[config.mk]
export PLATFORM = sky130hd
export DESIGN_NAME = fwd_src_pipe
export DESIGN_NICKNAME = d
export VERILOG_FILES = /design/src/rtl/fwd_src_pipe.sv
export SDC_FILE = /design/constraint.sdc
export NUM_CORES = 1
export LEC_CHECK = 0
export ABC_AREA = 1
export CORE_ASPECT_RATIO = 1.4
export CORE_MARGIN = 2
export CORE_UTILIZATION = 37
export CTS_BUF_LIST = sky130_fd_sc_hd__clkbuf_8
export CTS_CLUSTER_SIZE = 20
export DETAILED_ROUTE_END_ITERATION = 6
export PLACE_DENSITY = 0.82
export SYNTH_ARGS = -nofsm -noshare
export SYNTH_HDL_FRONTEND = slang
export SYNTH_SLANG_ARGS = --single-unit
[constraint.sdc]
create_clock -name clk_i -period 3.3 [get_ports clk_i]
set_input_delay 0.99 -clock clk_i [delete_from_list [all_inputs] [get_ports clk_i]]
set_output_delay 0.99 -clock clk_i [all_outputs]
set_load 0.02 [all_outputs]
[src/rtl/fwd_src_pipe.sv]
// ============================================================================
// Module   : fwd_src_pipe
// Purpose  : EX/MEM and MEM/WB pipeline registers that source the forwarding
//            tags/data, the register file write port and the load-use stall.
//            Optional build macro RETIRE_CNT_EN adds a retired-write counter.
// Revision : 1.0 - initial release
// ============================================================================
`default_nettype none

module fwd_src_pipe #(
    parameter int unsigned DW = 32,
    parameter int unsigned AW = 5
) (
    input  logic          clk_i,
    input  logic          rst_i,
    input  logic          flush_i,
    input  logic          ex_valid_i,
    input  logic [AW-1:0] ex_rd_i,
    input  logic          ex_regwrite_i,
    input  logic          ex_memtoreg_i,
    input  logic [DW-1:0] ex_result_i,
    input  logic [DW-1:0] mem_rdata_i,
    input  logic [AW-1:0] id_rs_i,
    input  logic [AW-1:0] id_rt_i,
    input  logic          id_uses_rt_i,
    output logic [AW-1:0] exmem_rd_o,
    output logic          exmem_regwrite_o,
    output logic [DW-1:0] exmem_result_o,
    output logic [AW-1:0] memwb_rd_o,
    output logic          memwb_regwrite_o,
    output logic [DW-1:0] memwb_wdata_o,
    output logic          load_use_stall_o,
    output logic [31:0]   retire_cnt_o
);

    localparam logic [AW-1:0] c_REG_ZERO = '0;

    // EX/MEM stage
    logic          exmem_valid_q,    exmem_valid_d;
    logic [AW-1:0] exmem_rd_q,       exmem_rd_d;
    logic          exmem_regwrite_q, exmem_regwrite_d;
    logic          exmem_memtoreg_q, exmem_memtoreg_d;
    logic [DW-1:0] exmem_result_q,   exmem_result_d;

    // MEM/WB stage
    logic [AW-1:0] memwb_rd_q,       memwb_rd_d;
    logic          memwb_regwrite_q, memwb_regwrite_d;
    logic [DW-1:0] memwb_wdata_q,    memwb_wdata_d;

    logic          w_ex_live;
    logic          w_ex_writes_gpr;

    assign w_ex_live       = ex_valid_i & ~flush_i;
    assign w_ex_writes_gpr = ex_regwrite_i & (ex_rd_i != c_REG_ZERO);

    always_comb begin
        exmem_valid_d    = w_ex_live;
        exmem_rd_d       = ex_rd_i;
        exmem_result_d   = ex_result_i;
        exmem_memtoreg_d = ex_memtoreg_i;
        // $0 writes are dropped here so nothing downstream has to re-check Rd
        exmem_regwrite_d = w_ex_live & w_ex_writes_gpr;

        memwb_rd_d       = exmem_rd_q;
        memwb_regwrite_d = exmem_valid_q & exmem_regwrite_q;
        memwb_wdata_d    = exmem_memtoreg_q ? mem_rdata_i : exmem_result_q;
    end

    always_ff @(posedge clk_i or posedge rst_i) begin
        if (rst_i) begin
            exmem_valid_q    <= 1'b0;
            exmem_rd_q       <= '0;
            exmem_regwrite_q <= 1'b0;
            exmem_memtoreg_q <= 1'b0;
            exmem_result_q   <= '0;
            memwb_rd_q       <= '0;
            memwb_regwrite_q <= 1'b0;
            memwb_wdata_q    <= '0;
        end else begin
            exmem_valid_q    <= exmem_valid_d;
            exmem_rd_q       <= exmem_rd_d;
            exmem_regwrite_q <= exmem_regwrite_d;
            exmem_memtoreg_q <= exmem_memtoreg_d;
            exmem_result_q   <= exmem_result_d;
            memwb_rd_q       <= memwb_rd_d;
            memwb_regwrite_q <= memwb_regwrite_d;
            memwb_wdata_q    <= memwb_wdata_d;
        end
    end

    assign exmem_rd_o       = exmem_rd_q;
    assign exmem_regwrite_o = exmem_regwrite_q;
    assign exmem_result_o   = exmem_result_q;
    assign memwb_rd_o       = memwb_rd_q;
    assign memwb_regwrite_o = memwb_regwrite_q;
    assign memwb_wdata_o    = memwb_wdata_q;

    // A load in EX cannot be forwarded to ID in time; only its consumer stalls.
    logic w_rs_hit;
    logic w_rt_hit;

    assign w_rs_hit = (ex_rd_i == id_rs_i);
    assign w_rt_hit = id_uses_rt_i & (ex_rd_i == id_rt_i);

    assign load_use_stall_o = ex_valid_i & ex_memtoreg_i & w_ex_writes_gpr
                            & (w_rs_hit | w_rt_hit);

`ifdef RETIRE_CNT_EN
    logic [31:0] retire_cnt_q, retire_cnt_d;

    always_comb begin
        retire_cnt_d = retire_cnt_q;
        if (memwb_regwrite_q) begin
            retire_cnt_d = retire_cnt_q + 32'd1;
        end
    end

    always_ff @(posedge clk_i or posedge rst_i) begin
        if (rst_i) begin
            retire_cnt_q <= '0;
        end else begin
            retire_cnt_q <= retire_cnt_d;
        end
    end

    assign retire_cnt_o = retire_cnt_q;
`else
    assign retire_cnt_o = '0;
`endif

endmodule

`default_nettype wire

### After elaboration in Yosys (flattened, before gate mapping)

Index checks and enable logic that the tools add are counted.

* equal/unequal tests: 2
* bitwise logic cells: 10
* reductions and logical operators: 1
* muxes and demuxes: 1

Operator list (count)
* 2-to-1 mux 32 bit: 1
* == test 5 bit: 2
* AND 1 bit: 8
* nonzero test 5 bit: 1
* NOT 1 bit: 1
* OR 1 bit: 1

* logic and storage cells: 22
* flip-flop bits (word level): 78
* output and inout port bits: 109

### Logic depth before layout (Yosys ltp)

Gate-level depths: netlist (run 1).

* depth after elaboration: 4
* gate-level depth with buffers: 6

### Worst setup path before layout (run 1)

OpenSTA, ideal clock, no wires.

* kind: input port to output port
* start: in ex_rd_i[3]
* end: out load_use_stall_o
* arrival: 1.645 ns
* required time: 2.310 ns
* cell stages on the path: 6
* path buffers: 0
* path slack: 0.665 ns
* cell sequence: inv_1 -> nand2_1 -> nand2_1 -> nor2_1 -> nand3_1 -> a21oi_1

* word-level cells in the longest chain between the ends: 4
* elaborated cells on any way between the ends: 8

RTL lines
* from (decl): RTL line 18 `input logic [AW-1:0] ex_rd_i,`
* == test 5 bit or nonzero test 5 bit (tied branches): RTL line 103, 54
* AND 1 bit, on equally long branches: RTL line 103, 54
* OR 1 bit or AND 1 bit (tied branches): RTL line 106, 105
* AND 1 bit (*): RTL line 106 `& (w_rs_hit | w_rt_hit);`
* to (decl): RTL line 32 `output logic load_use_stall_o,`

Every way passes the cells marked *; elsewhere a longest branch is shown, timed or not.

### Worst setup path after layout (run 1)

* start: in ex_rd_i[1]
* end: out load_use_stall_o

The elaborated chain is that of the path after synthesis.

==> results.txt, run 1 <==
Of all flip-flops after synthesis, the portion carrying an async set or reset was 1.00. Timing analysis after detailed placement gives a worst setup slack of -0.381 ns. The final critical path time including I/O delays and setup is 3.21 ns. The CTS tree is built. The H-tree level count is 3.

In the global route stage, overall resource usage came out at 0.163. The global routing met2 resource utilization came out at 0.298. The worst supply voltage drop on vdd is 214 µV. The floorplan core area is around 7800 µm². The area growth from synthesis to layout is 60.4%. The per-instance average area after synthesis is 14.5 µm². CTS placed an instance of sky130_fd_sc_hd__clkbuf_8 at the clock tree root.

Sorting the synthesized cells by how often they occur yields sky130_fd_sc_hd__dfrtp_1, sky130_fd_sc_hd__buf_4, sky130_fd_sc_hd__mux2_4, sky130_fd_sc_hd__nand2_1, sky130_fd_sc_hd__inv_1. Measured along the x axis, the die boundary spans between 70 and 80 µm. The final antenna diode count is 0. The post-CTS setup buffer count is 0.

The initial antenna violation count was 0. At the later pin of the worst-skew pair, clock insertion delay measures 0.34 ns. The final routed wire length divided by cell count came out at 14.9 µm. The cell area after placement came out at 4580 µm². The iteration count of the initial detailed-routing pass is 4. The number of endpoints failing setup at the final stage is 0. The largest buffer count on any clock path is 2. The global routing met1 resource utilization came out at 0.157.

The mapped cell area came out at 2980 µm². The HPWL reported at the end of detailed placement is 5620 µm. Yosys mapped a number of flops with a built-in enable equal to 0. The clock skew after layout came out at 0.00414 ns. The count of routing violations after the opening detailed-route iteration came out at between 60 and 70. The DRC violation count after routing is 0. The run finished with clean final reports. The worst hold-check slack came out at 0.369 ns.

The worst setup path is launched from an input pin. The critical path required time came out at ~2.3 ns. The most frequent cell after synthesis is sky130_fd_sc_hd__dfrtp_1.

The total vias in the final route came out at 2,031. The final max-slew violation count came out at 0. For this run, the post-layout net count is 465. The count of maximum capacitance violations is 0. The largest net degree at the start of global routing is 44. The highest net fanout along the worst path is 5. The beginning of the critical path is ex_rd_i[1].

The number of placement rows is 38. The post-layout utilization of the core came out at 0.612. The antenna violation net count after detailed routing is 0. The final hold violation count came out at 0.

The initial core utilization came out at 0.382. The critical path is of the input pin to primary output type. For this design the top-level I/O count stands at 195.

Summing internal, switching and leakage power gives 2160 µW. The number of I/O port buffers is 162. For this run, the leading register cell type out of synthesis is sky130_fd_sc_hd__dfrtp_1. The least setup slack across all paths after layout came out at 0.0919 ns. The tightest min-delay check is of the register to register type.

Yosys attributes the largest share of cell area to sky130_fd_sc_hd__dfrtp_1, sky130_fd_sc_hd__mux2_4, sky130_fd_sc_hd__buf_4. The share of the clock period used by the worst path came out at 0.972. The number of different library cells used by synthesis comes to 15. The global-route met3 utilization came out at 0.0554. Synthesis handed over a netlist of between 200 and 250 instances. The biggest area consumer among synthesized cells is sky130_fd_sc_hd__dfrtp_1. The total CTS buffers is 9. At the end of routability-driven placement, the weighted congestion stood at 0.774.

Setup repair after global routing left no endpoint under its margin. The highest clock frequency the design can meet is 0.312 GHz. Of the post-synthesis cell area, the dominant cell type holds 0.655. The worst setup path is captured at a primary output. The die covers 8790 µm². The critical path data arrival time is 2.22 ns. The leakage component of the power is 0.00225 µW. The floorplan step set the die height to around 110 µm.

After routing the design area is roughly 4800 µm². The global routing stage identified its most utilized layer as met2. Summed over all layers, the routed wires come to 7160 µm. Of the cells placed in the final design, the portion with a size suffix greater than 1 is 0.139.

The clock-pin transition on the worst setup and hold timing paths is ~0.07 ns. The share of the yosys chip area belonging to registers came out at 0.655. The worst hold path begins at exmem_rd_o[3]. The ratio of routed vias to standard cells came out at 4.21. The slew of the pin with the lowest slew margin came out at 1.05 ns. The synthesis warning total is 0. In this run the critical register-to-register path is launched from exmem_memtoreg_q.

CTS saw 78 sinks. The via count of the first global-routing pass is 1,984. The first global-routing pass estimated between 10,000 and 15,000 µm of wire. The register bit count reported by yosys came out at 78. The power per cell area is between 400 and 500 nW/µm². The relative max-transition margin came out at 0.303. The global route total overflow is 0.
final cells by class:
type / count / area, µm²
fill: 611 / 3020
sequential: 78 / 1950
timing repair buffer: 167 / 1670
multi-input combinational: 106 / 771
clock buffer: 11 / 151
tap: 100 / 125
inverter: 17 / 65.1
clock inverter: 3 / 37.5
cell usage in the layout, fill, tap and decap left out:
master	n
sky130_fd_sc_hd__a21oi_2	1
sky130_fd_sc_hd__and3_1	1
sky130_fd_sc_hd__buf_12	1
sky130_fd_sc_hd__dfrtp_2	1
sky130_fd_sc_hd__xnor2_1	1
sky130_fd_sc_hd__mux2_4	30
sky130_fd_sc_hd__mux2_2	2
sky130_fd_sc_hd__inv_1	18
sky130_fd_sc_hd__nand2_1	27
sky130_fd_sc_hd__bufinv_16	1
sky130_fd_sc_hd__dlygate4sd2_1	1
sky130_fd_sc_hd__clkbuf_8	11
sky130_fd_sc_hd__conb_1	32
sky130_fd_sc_hd__nor2_1	8
sky130_fd_sc_hd__dlymetal6s2s_1	2
sky130_fd_sc_hd__clkdlybuf4s50_1	158
sky130_fd_sc_hd__buf_4	5
sky130_fd_sc_hd__nand4_1	2
sky130_fd_sc_hd__clkinv_2	1
sky130_fd_sc_hd__dfrtp_1	77
sky130_fd_sc_hd__nand3_1	2
sequential cells by signal, indices dropped and copies added, names as in the netlist:
register          cells
memwb_rd_o            5
memwb_wdata_o        32
exmem_memtoreg_q      1
exmem_valid_q         1
exmem_rd_o            5
exmem_result_o       32
exmem_regwrite_o      1
memwb_regwrite_o      1
logic make-up after synthesis:
| group | after synthesis | synth area share |
|---|---|---|
| compound gates | 1 | 0.00168 |
| xor+xnor | 1 | 0.00294 |
| flops | 78 | 0.655 |
| buf+inv | 53 | 0.126 |
| simple gates | 40 | 0.0538 |
| mux | 32 | 0.159 |
| other cells | 1 | 0.00126 |
worst max-delay path, cell delays in order:
cell and delay [ns]:
sky130_fd_sc_hd__clkdlybuf4s50_1 0.55, sky130_fd_sc_hd__inv_1 0.09, sky130_fd_sc_hd__nand2_1 0.06, sky130_fd_sc_hd__nand2_1 0.05, sky130_fd_sc_hd__nor2_1 0.09, sky130_fd_sc_hd__nand3_1 0.10, sky130_fd_sc_hd__a21oi_2 0.15, sky130_fd_sc_hd__buf_4 0.15
metal layers:
| layer | vias to the layer above | part of all wire |
|---|---|---|
| met5 | - | 0 |
| met4 | 0 | 0.024 |
| met3 | 11 | 0.11 |
| met2 | 135 | 0.53 |
| met1 | 958 | 0.34 |
| li1 | 927 | - |
per-stage QoR:
step,cells,TNS (ns)
finish,482,0
global route,482,0
CTS,482,0
detailed placement,468,-0.381
global placement,468,-0.359
floorplan,237,0
report_power, final:
part	internal [µW]	switching (µW)
logic	240	190
clock network	377	306
registers	1010	32.9
path summary, 6_finish.rpt:
kind / end / slack, ns / cells after the start
worst max register to register: memwb_wdata_o[31] / 1.69 / 1
worst min register to register: memwb_rd_o[3] / 0.37 / 0
max in group asynchronous: exmem_result_o[10] / 1.60 / 3
worst max-delay path: load_use_stall_o / 0.09 / 8
min in group asynchronous: memwb_wdata_o[14] / 1.07 / 2
worst min-delay path: memwb_rd_o[3] / 0.37 / 0
timing repair:
item / in CTS / in global routing
endpoints found under the hold margin: 0 / 0
gates resized for setup: 5 / 4
hold buffers: 0 / 0
endpoints found under the setup margin: 1 / 1
Note: power is estimated with default switching activity, not from simulation.
==> inputs of run 2 (changes only) <==
CAP_MARGIN = 30   (was unset)
==> run 2 against run 1 <==
Effect of this change: worst hold slack gained 0.0019 ns; non-clock buffer count grew 1; first-iteration DRC count shrank 5.9%; total power shrank 0.98%; setup slack gained 0.016 ns; clock power shrank 3.2%; critical path depth is the same; wire length grew 1.1%.
==> results.txt, run 2 (same netlist as run 1, synthesis figures left out) <==
Result of the run: finished, final reports clean (unchanged). The least setup slack across all paths after layout was 0.108 ns (was 0.0919 ns). The worst supply voltage drop on vdd came out at 351 µV (was 214 µV).

The buffer type at the clock tree root was sky130_fd_sc_hd__clkbuf_8 (unchanged). The number of fillers in the final layout is 617 (was 611). The critical path required time is 2.31 ns (about the same).

Setup repair after global routing missed its margin: no (unchanged). The number of buffers inserted for hold repair after clock tree synthesis came out at 0 (unchanged). The sequential cell area in the final layout is 1950 µm² (unchanged). The CTS tree is built (unchanged). The most numerous cell on the critical path is sky130_fd_sc_hd__nand2_1 (unchanged). The total length of routed wires came out at 7240 µm (was 7160 µm). The antenna violation net count after detailed routing is 0 (unchanged). The clock-pin transition on the worst setup and hold timing paths came out at 0.07 ns (about the same). The largest buffer count on any clock path is 2 (unchanged).

The final cell area excluding filler cells is 4790 µm² (was 4780 µm²). The initial core utilization is 0.382 (unchanged). The total instance count after detailed placement came to 469 (was 468). The most common cell after layout, fill and taps aside is sky130_fd_sc_hd__clkdlybuf4s50_1 (unchanged). The iteration count of the initial detailed-routing pass came out at 4 (unchanged). The CTS sink count is 78 (unchanged).

The total area of multi-input combinational cells came to 767 µm² (was 771 µm²). The final critical path time including I/O delays and setup is 3.19 ns (was 3.21 ns). The global-route usage over all layers came out at 0.162 (was 0.163). The count of maximum capacitance violations is 0 (unchanged). The startpoint class of the critical path was an input pin (unchanged). The fraction of layout instances using a drive strength above 1 came to 0.135 (was 0.139).

The cell area after placement was 4600 µm² (was 4580 µm²). The master of the slowest instance on the critical path is sky130_fd_sc_hd__clkdlybuf4s50_1 (unchanged). The number of endpoints failing setup at the final stage came out at 0 (unchanged).

The total vias in the final route is 2,026 (was 2,031). The area of the die came out at 8790 µm² (unchanged). The area growth from synthesis to layout was 60.8% (was 60.4%).

The highest net fanout along the worst path is 5 (unchanged). The type of the tightest min-delay check is register to register (unchanged). The number of I/O port buffers is 162 (unchanged). The type of the worst setup path was input pin to primary output (unchanged). The relative max-transition margin came out at 0.495 (was 0.303). The count of nets after finishing came out at 466 (was 465). The HPWL reported at the end of detailed placement is 5710 µm (was 5620 µm). The leakage component of the power came out at 0.00228 µW (was 0.00225 µW).

The final max-slew violation count is 0 (unchanged). The number of placement rows is 38 (unchanged). The overall power of the completed layout came to 2140 µW (was 2160 µW).

The final hold violation count came to 0 (unchanged). The count of routing violations after the opening detailed-route iteration is 64 (was 68). CP Cell Sequence: clkdlybuf4s50_1, inv_1, nand2_1, nand2_1, nor2_1, nand3_1, a21oi_1, buf_4 (was clkdlybuf4s50_1, inv_1, nand2_1, nand2_1, nor2_1, nand3_1, a21oi_2, buf_4).

The vertical die dimension is 110 µm (unchanged). The DRC violation count after routing came to 0 (unchanged). The floorplan core area was 7800 µm² (unchanged). The share of the clock period used by the worst path came out at 0.967 (was 0.972). The clock skew after layout is 0.00523 ns (was 0.00414 ns). The boundary pin count is 195 (unchanged). Leading cell types in the layout, fill and taps excluded: sky130_fd_sc_hd__clkdlybuf4s50_1, sky130_fd_sc_hd__dfrtp_1, sky130_fd_sc_hd__conb_1 (unchanged). The final weighted congestion of routability-driven global placement is 0.774 (unchanged). The nature of the critical path endpoint was a primary output (unchanged). The total CTS buffers came out at 9 (unchanged).

The ratio of routed vias to standard cells is 4.19 (was 4.21). The worst hold-check slack was 0.371 ns (was 0.369 ns). The global route total overflow came out at 0 (unchanged).

The slew of the pin with the lowest slew margin is 0.756 ns (was 1.05 ns). The first-pass GRT wire length is 10,200 µm (about the same). The power per cell area is 447 nW/µm² (was 452 nW/µm²). The final cell count without fillers is 484 (was 482). The clock latency of the later-clocked register in the worst-skew pair is 0.34 ns (about the same). The final routed wire length divided by cell count is 15.0 µm (was 14.9 µm).

The H-tree level count came out at 3 (unchanged). The final antenna diode count came out at 0 (unchanged). The worst slack after detailed placement is -0.383 ns (was -0.381 ns). The critical path data arrival time is 2.20 ns (was 2.22 ns). The initial antenna violation count came to 0 (unchanged). The x dimension of the die came out at 79.8 µm (unchanged).

The via count of the first global-routing pass was 2,012 (was 1,984). The largest net degree at the start of global routing is 44 (unchanged). The highest clock frequency the design can meet is 0.313 GHz (was 0.312 GHz). The maximum single-stage delay on the critical path was 0.55 ns (about the same).
==> run 2: final cells by class <==
type,count,share of cell area
multi-input cells,106,0.160
clock inverters,5,0.00941
repair buffers,168,0.354
well taps,100,0.0261
inverters,17,0.0136
clock buffers,10,0.0287
flip-flops and latches,78,0.408
==> run 2: per-stage QoR <==
| step | utilization | setup TNS [ns] |
|---|---|---|
| detailed placement | 0.590 | -0.383 |
| global placement | 0.588 | -0.359 |
| CTS | 0.613 | 0 |
| floorplan | - | 0 |
| global route | 0.614 | 0 |
| finish | 0.614 | 0 |
==> run 2: worst max-delay path, delay by kind of cell <==
kind	cells	cell delay, ns
simple gates	4	0.28
compound gates	1	0.15
buf+inv	3	0.79
==> run 2: timing repair <==
action,4_1_cts,5_1_grt
cloned,0,0
endpoints found under the setup margin,1,1
gates resized for setup,5,4
buffers inserted,0,0
==> run 2: per-layer routing <==
layer / vias to the layer above / routed length [µm] / part of all wire / track usage
li1: 925 / - / - / -
met1: 952 / 2500 / 0.35 / 0.160
met2: 133 / 3770 / 0.52 / 0.294
met3: 16 / 747 / 0.10 / 0.0505
met4: 0 / 218 / 0.030 / 0.0981
met5: - / 0 / 0 / 0
==> run 2: power by group <==
group | switching, µW | internal (µW)
sequential | 26.1 | 1010
clock | 305 | 355
combinational | 197 | 241
==> run 2: path summary, 6_finish.rpt <==
path                                  startpoint            endpoint  slack (ns)  cells after the start
min in group asynchronous                  rst_i  exmem_result_o[15]        1.08                      2
worst min register to register     exmem_rd_o[0]       memwb_rd_o[0]        0.37                      0
max in group asynchronous                  rst_i  exmem_result_o[27]        1.58                      3
worst min-delay path               exmem_rd_o[0]       memwb_rd_o[0]        0.37                      0
worst max register to register  exmem_memtoreg_q   memwb_wdata_o[29]        1.94                      2
worst max-delay path                  ex_rd_i[1]    load_use_stall_o        0.11                      8
